`config.mk`:
```
export PLATFORM = sky130hd
export DESIGN_NAME = tft_ctrl_flat
export DESIGN_NICKNAME = d
export VERILOG_FILES = /design/src/rtl/tft_ctrl_if.sv /design/src/rtl/tft_ctrl.sv /design/src/flat_wrapper.sv
export SDC_FILE = /design/constraint.sdc
export NUM_CORES = 1
export LEC_CHECK = 0
export ABC_AREA = 1
export CORE_MARGIN = 2
export CORE_UTILIZATION = 45
export DETAILED_ROUTE_END_ITERATION = 6
export GPL_TIMING_DRIVEN = 0
export PLACE_DENSITY = 0.78
export SYNTH_ARGS = -nofsm -noshare
export SYNTH_HDL_FRONTEND = slang
export SYNTH_SLANG_ARGS = --single-unit
```
`constraint.sdc`:
```
create_clock -name tft_clk_9m -period 1.94 [get_ports tft_clk_9m]
set_clock_uncertainty 0.1 [all_clocks]
set_input_delay 0.388 -clock tft_clk_9m [delete_from_list [all_inputs] [get_ports tft_clk_9m]]
set_output_delay 0.388 -clock tft_clk_9m [all_outputs]
set_load 0.005 [all_outputs]
```
`src/rtl/tft_ctrl_if.sv`:
```
// Signal bundle between the TFT timing generator, the pixel generator and the panel pins.
// master = timing generator side, slave = pixel generator / panel side.
interface tft_ctrl_if;
  logic [15:0] pix_data;
  logic [9:0]  pix_x;
  logic [9:0]  pix_y;
  logic [15:0] rgb_tft;
  logic        hsync;
  logic        vsync;
  logic        tft_de;
  logic        tft_clk;
  logic        tft_bl;
  logic        frame_start;

  modport master (
    input  pix_data,
    output pix_x, pix_y, rgb_tft, hsync, vsync, tft_de, tft_clk, tft_bl, frame_start
  );

  modport slave (
    output pix_data,
    input  pix_x, pix_y, rgb_tft, hsync, vsync, tft_de, tft_clk, tft_bl, frame_start
  );
endinterface

```
`src/rtl/tft_ctrl.sv`:
```
// 480x272 RGB565 TFT timing generator: pixel requests run one clock ahead of the
// registered data enable so a 1-cycle pixel generator lines up with the panel.
module tft_ctrl #(
  parameter logic [9:0] H_SYNC  = 10'd41,
  parameter logic [9:0] H_BACK  = 10'd2,
  parameter logic [9:0] H_VALID = 10'd480,
  parameter logic [9:0] H_FRONT = 10'd2,
  parameter logic [9:0] H_TOTAL = 10'd525,
  parameter logic [9:0] V_SYNC  = 10'd10,
  parameter logic [9:0] V_BACK  = 10'd2,
  parameter logic [9:0] V_VALID = 10'd272,
  parameter logic [9:0] V_FRONT = 10'd2,
  parameter logic [9:0] V_TOTAL = 10'd286
) (
  input  logic       tft_clk_9m,
  input  logic       sys_rst,
  tft_ctrl_if.master tft
);

  localparam logic [9:0] HS    = H_SYNC + H_BACK;
  localparam logic [9:0] VS    = V_SYNC + V_BACK;
  localparam logic [9:0] REQ_LO = HS - 10'd1;
  localparam logic [9:0] REQ_HI = HS - 10'd1 + H_VALID;
  localparam logic [9:0] V_HI   = VS + V_VALID;

  logic [9:0] cnt_h_q, cnt_h_d;
  logic [9:0] cnt_v_q, cnt_v_d;
  logic       run_q, run_d;
  logic       de_q, de_d;
  logic       fs_q, fs_d;
  logic       req_h, act_v, req;

  always_comb begin
    cnt_h_d = cnt_h_q;
    cnt_v_d = cnt_v_q;
    run_d   = 1'b1;
    fs_d    = 1'b0;
    req_h   = (cnt_h_q >= REQ_LO) && (cnt_h_q < REQ_HI);
    act_v   = (cnt_v_q >= VS) && (cnt_v_q < V_HI);
    req     = req_h && act_v;
    de_d    = req;

    // First clock after reset release: hold 0,0 and mark the start of a fresh frame.
    if (!run_q) begin
      fs_d = 1'b1;
    end else begin
      if (cnt_h_q >= H_TOTAL - 10'd1) begin
        cnt_h_d = 10'd0;
        cnt_v_d = (cnt_v_q >= V_TOTAL - 10'd1) ? 10'd0 : cnt_v_q + 10'd1;
      end else begin
        cnt_h_d = cnt_h_q + 10'd1;
      end
      fs_d = (cnt_h_d == 10'd0) && (cnt_v_d == 10'd0);
    end
  end

  always_ff @(posedge tft_clk_9m) begin
    if (sys_rst) begin
      cnt_h_q <= 10'd0;
      cnt_v_q <= 10'd0;
      run_q   <= 1'b0;
      de_q    <= 1'b0;
      fs_q    <= 1'b0;
    end else begin
      cnt_h_q <= cnt_h_d;
      cnt_v_q <= cnt_v_d;
      run_q   <= run_d;
      de_q    <= de_d;
      fs_q    <= fs_d;
    end
  end

  assign tft.pix_x       = req ? (cnt_h_q - REQ_LO) : 10'h3FF;
  assign tft.pix_y       = req ? (cnt_v_q - VS) : 10'h3FF;
  assign tft.hsync       = ~(cnt_h_q < H_SYNC);
  assign tft.vsync       = ~(cnt_v_q < V_SYNC);
  assign tft.tft_de      = de_q;
  assign tft.rgb_tft     = de_q ? tft.pix_data : 16'h0000;
  assign tft.tft_clk     = tft_clk_9m;
  assign tft.tft_bl      = ~sys_rst;
  assign tft.frame_start = fs_q;

endmodule

```
`src/flat_wrapper.sv`:
```
// flat-port wrapper written by rule: the top's interface ports become plain ports
module tft_ctrl_flat 
#(
  parameter logic [9:0] H_SYNC  = 10'd41,
  parameter logic [9:0] H_BACK  = 10'd2,
  parameter logic [9:0] H_VALID = 10'd480,
  parameter logic [9:0] H_FRONT = 10'd2,
  parameter logic [9:0] H_TOTAL = 10'd525,
  parameter logic [9:0] V_SYNC  = 10'd10,
  parameter logic [9:0] V_BACK  = 10'd2,
  parameter logic [9:0] V_VALID = 10'd272,
  parameter logic [9:0] V_FRONT = 10'd2,
  parameter logic [9:0] V_TOTAL = 10'd286
)
  (tft_clk_9m, sys_rst, tft_pix_data, tft_pix_x, tft_pix_y, tft_rgb_tft, tft_hsync, tft_vsync, tft_tft_de, tft_tft_clk, tft_tft_bl, tft_frame_start);
  tft_ctrl_if tft_i ();
  input  logic tft_clk_9m;
  input  logic sys_rst;
  input wire logic [$bits(tft_i.pix_data)-1:0] tft_pix_data;
  output wire logic [$bits(tft_i.pix_x)-1:0] tft_pix_x;
  output wire logic [$bits(tft_i.pix_y)-1:0] tft_pix_y;
  output wire logic [$bits(tft_i.rgb_tft)-1:0] tft_rgb_tft;
  output wire logic [$bits(tft_i.hsync)-1:0] tft_hsync;
  output wire logic [$bits(tft_i.vsync)-1:0] tft_vsync;
  output wire logic [$bits(tft_i.tft_de)-1:0] tft_tft_de;
  output wire logic [$bits(tft_i.tft_clk)-1:0] tft_tft_clk;
  output wire logic [$bits(tft_i.tft_bl)-1:0] tft_tft_bl;
  output wire logic [$bits(tft_i.frame_start)-1:0] tft_frame_start;
  assign tft_i.pix_data = tft_pix_data;
  assign tft_pix_x = tft_i.pix_x;
  assign tft_pix_y = tft_i.pix_y;
  assign tft_rgb_tft = tft_i.rgb_tft;
  assign tft_hsync = tft_i.hsync;
  assign tft_vsync = tft_i.vsync;
  assign tft_tft_de = tft_i.tft_de;
  assign tft_tft_clk = tft_i.tft_clk;
  assign tft_tft_bl = tft_i.tft_bl;
  assign tft_frame_start = tft_i.frame_start;
  tft_ctrl #(.H_SYNC(H_SYNC), .H_BACK(H_BACK), .H_VALID(H_VALID), .H_FRONT(H_FRONT), .H_TOTAL(H_TOTAL), .V_SYNC(V_SYNC), .V_BACK(V_BACK), .V_VALID(V_VALID), .V_FRONT(V_FRONT), .V_TOTAL(V_TOTAL)) u_core (.tft_clk_9m(tft_clk_9m), .sys_rst(sys_rst), .tft(tft_i));
endmodule
```
==> impl_metrics.yaml <==
final_layout:
  diodes: 0
  syn_to_final_growth_pct: 61.18
  layout_common_cells: "nand2_1, inv_1, buf_4"
  final_util_pct: 76.10
  drive_gt1_share_pct: 33.69
  nFillCells: 341
  final_common_cell: "nand2_1"
  finalNetCount: 503
drt:
  vias_per_cell: 5.391
  vias: 2906
  route.detailed.drc: 0
  avgRoutedWirePerCell_um: 14.94
  ant_nets: 0
  drtIter0Drc: 210
  dr.pass1.iters: 5
  wl_mm: 8.052
logic_synthesis:
  ys_warn_count: 0
  synth-seq-area-share_pct: 20.38
  avgSynthCellArea_um2: 6.174
  synth_top_area_share_pct: 20.38
  synth_area_um2: 2260
  synth_top_cell_by_area: "dfxtp_1"
  synth_area_leaders: "dfxtp_1, nand2_1, inv_1"
  syn_inst: 366
  syn_nets: 396
  synth-seq-cells: 23
  synth_cell_types: 35
critical_path:
  r2r_start: "u_core.cnt_h_q[1]"
  startpoint_type: "register"
  cp.required_ps: 1450
  crit_type: "reg2out"
  endpoint_kind: "output pin"
  cp-startpoint: "u_core.cnt_h_q[3]"
  worstPathMaxFanout: 5
  crit_arrival_ps: 2090
power:
  report.power.total_uw: 1884
  vdd_drop_max_mv: 0.4888
  pwr_density_cell_nw_per_um2: 517.2
  power.leakage_uw: 0.001987
global_routing:
  grt_max_degree: 13
  grtUsageTotal_pct: 26.93
  antenna_found_initial: 0
  overflow: 0
  grt_pass1_vias: 2578
  grt_pass1_wl_mm: 11.76
timing:
  max-slew-margin-rel_pct: 63.53
  slew_violations: 0
  fin_crit_sh_pct: 132.8
  tightest_slew_ps: 547.0
  min_period_ps: 2577
  fmax_ghz: 0.3881
  setup_violations: 24
  rsz0062_at_grt: "yes"
  worst_slack_ps: -637.0
  hold_violations: 0
placement:
  place_ws_ps: -870.1
  dp_hpwl_mm: 4.835
  place_congestion: 0.8895
  port_buffers: 59
flow_run:
  maxCapViolCount: 0
floorplanning:
  die_h_um: 74.86
  coreArea_um2: 4786
  die_area_um2: 5604
  initial_core_util_pct: 47.22
  die_x_um: 74.86
  ios: 60
  num_rows: 25
worst_hold_path:
  hold_path.class: "in2reg"
  worstHoldStart: "sys_rst"
outcome:
  violations: "negative setup slack"
  status: "finished, violations left"
clock_tree:
  clkSlewWorstSetupHoldPaths_ps: 90
  tritoncts: "built"
  clock_latency_ps: 380
through the flow:
step / TNS, ps / hold WS, ps / instances / instance area [µm²]
detailed placement: -17970 / 435.6 / 492 / 2959
CTS: -10630 / 411.1 / 526 / 3495
global route: -13960 / 449.6 / 539 / 3642
floorplan: -88.77 / 368.8 / 366 / 2285
finish: -12390 / 434.0 / 539 / 3642
global placement: -17950 / 426.3 / 492 / 2959
final cells by class:
type	instances	area, µm²	share of cell area [%]
plain buffers	13	113.9	3.126
clock buffers	8	91.34	2.508
inverters	56	227.7	6.252
multi-input cells	271	1668	45.79
flip-flops and latches	23	500.5	13.74
well taps	67	83.83	2.302
repair buffers	101	957.2	26.28
sequential cells by signal, summed over array words and instances (netlist names):
register	flops
u_core.tft.tft_de	1
u_core.cnt_h_q	10
u_core.run_q	1
u_core.tft.frame_start	1
u_core.cnt_v_q	10
critical path: stages (launching register included):
cell,delay [ps]
dfxtp_2,340
buf_6,130
nand2_4,80
nand2_4,50
o21ai_4,160
buf_6,120
o41a_1,190
nand3_4,110
inv_6,100
buf_12,110
buf_12,110
o211ai_1,70
buf_2,140
cell usage after synthesis:
cell / number
ha_1: 12
o41ai_1: 1
nor3_1: 2
a21oi_1: 17
a21oi_2: 2
o21ai_1: 1
o41a_1: 1
nand2_2: 4
nand2_4: 13
buf_4: 2
nor2_4: 1
nor2_1: 41
nand3_2: 1
a211oi_1: 4
buf_8: 1
xor2_1: 6
o221ai_1: 1
xnor2_1: 1
nand4_1: 3
a31oi_1: 2
buf_6: 3
inv_1: 51
nand2_1: 97
o21ai_0: 22
dfxtp_1: 23
inv_4: 1
o211ai_1: 6
nor2_2: 4
buf_12: 1
inv_2: 3
nand3_1: 28
clkbuf_1: 7
o21ai_4: 1
clkinv_1: 1
buf_2: 2
cells by family after synthesis:
logic type	Yosys count	share of synthesized area [%]
AOI/OAI and AO/OA	58	15.50
xor gates and xnor gates	7	2.713
adders and majority gates	12	6.644
buffers and inverters	72	14.73
DFF	23	20.38
and+or+nand+nor	194	40.03
what timing repair did:
item | CTS | global route
pin swaps | 15 | 10
cloned | 3 | 1
buffers inserted | 26 | 15
gates resized for setup | 180 | 23
endpoints found under the setup margin | 52 | 35
hold buffers | 0 | 0
worst paths after layout:
| kind | slack (ps) | cells after the start | to |
|---|---|---|---|
| setup / recovery | -640 | 12 | tft_pix_y[6] |
| hold / removal | 430 | 2 | u_core.run_q |
| setup reg to reg | -270 | 12 | u_core.tft.frame_start |
| hold reg to reg | 450 | 2 | u_core.cnt_v_q[6] |
per-layer routing:
metal / vias up / global-route usage [%] / routed length [µm]
met3: 30 / 4.819 / 670
met4: 0 / 11.90 / 286
met2: 157 / 46.20 / 3937
li1: 1375 / - / -
met1: 1344 / 32.84 / 3158
met5: - / 0 / 0
report_power, final:
group,switching [µW],total (µW),internal [µW]
clock,214,531,317
sequential,44.1,546,501
combinational,408,808,400
No activity file was read; power rests on OpenSTA's default activity.
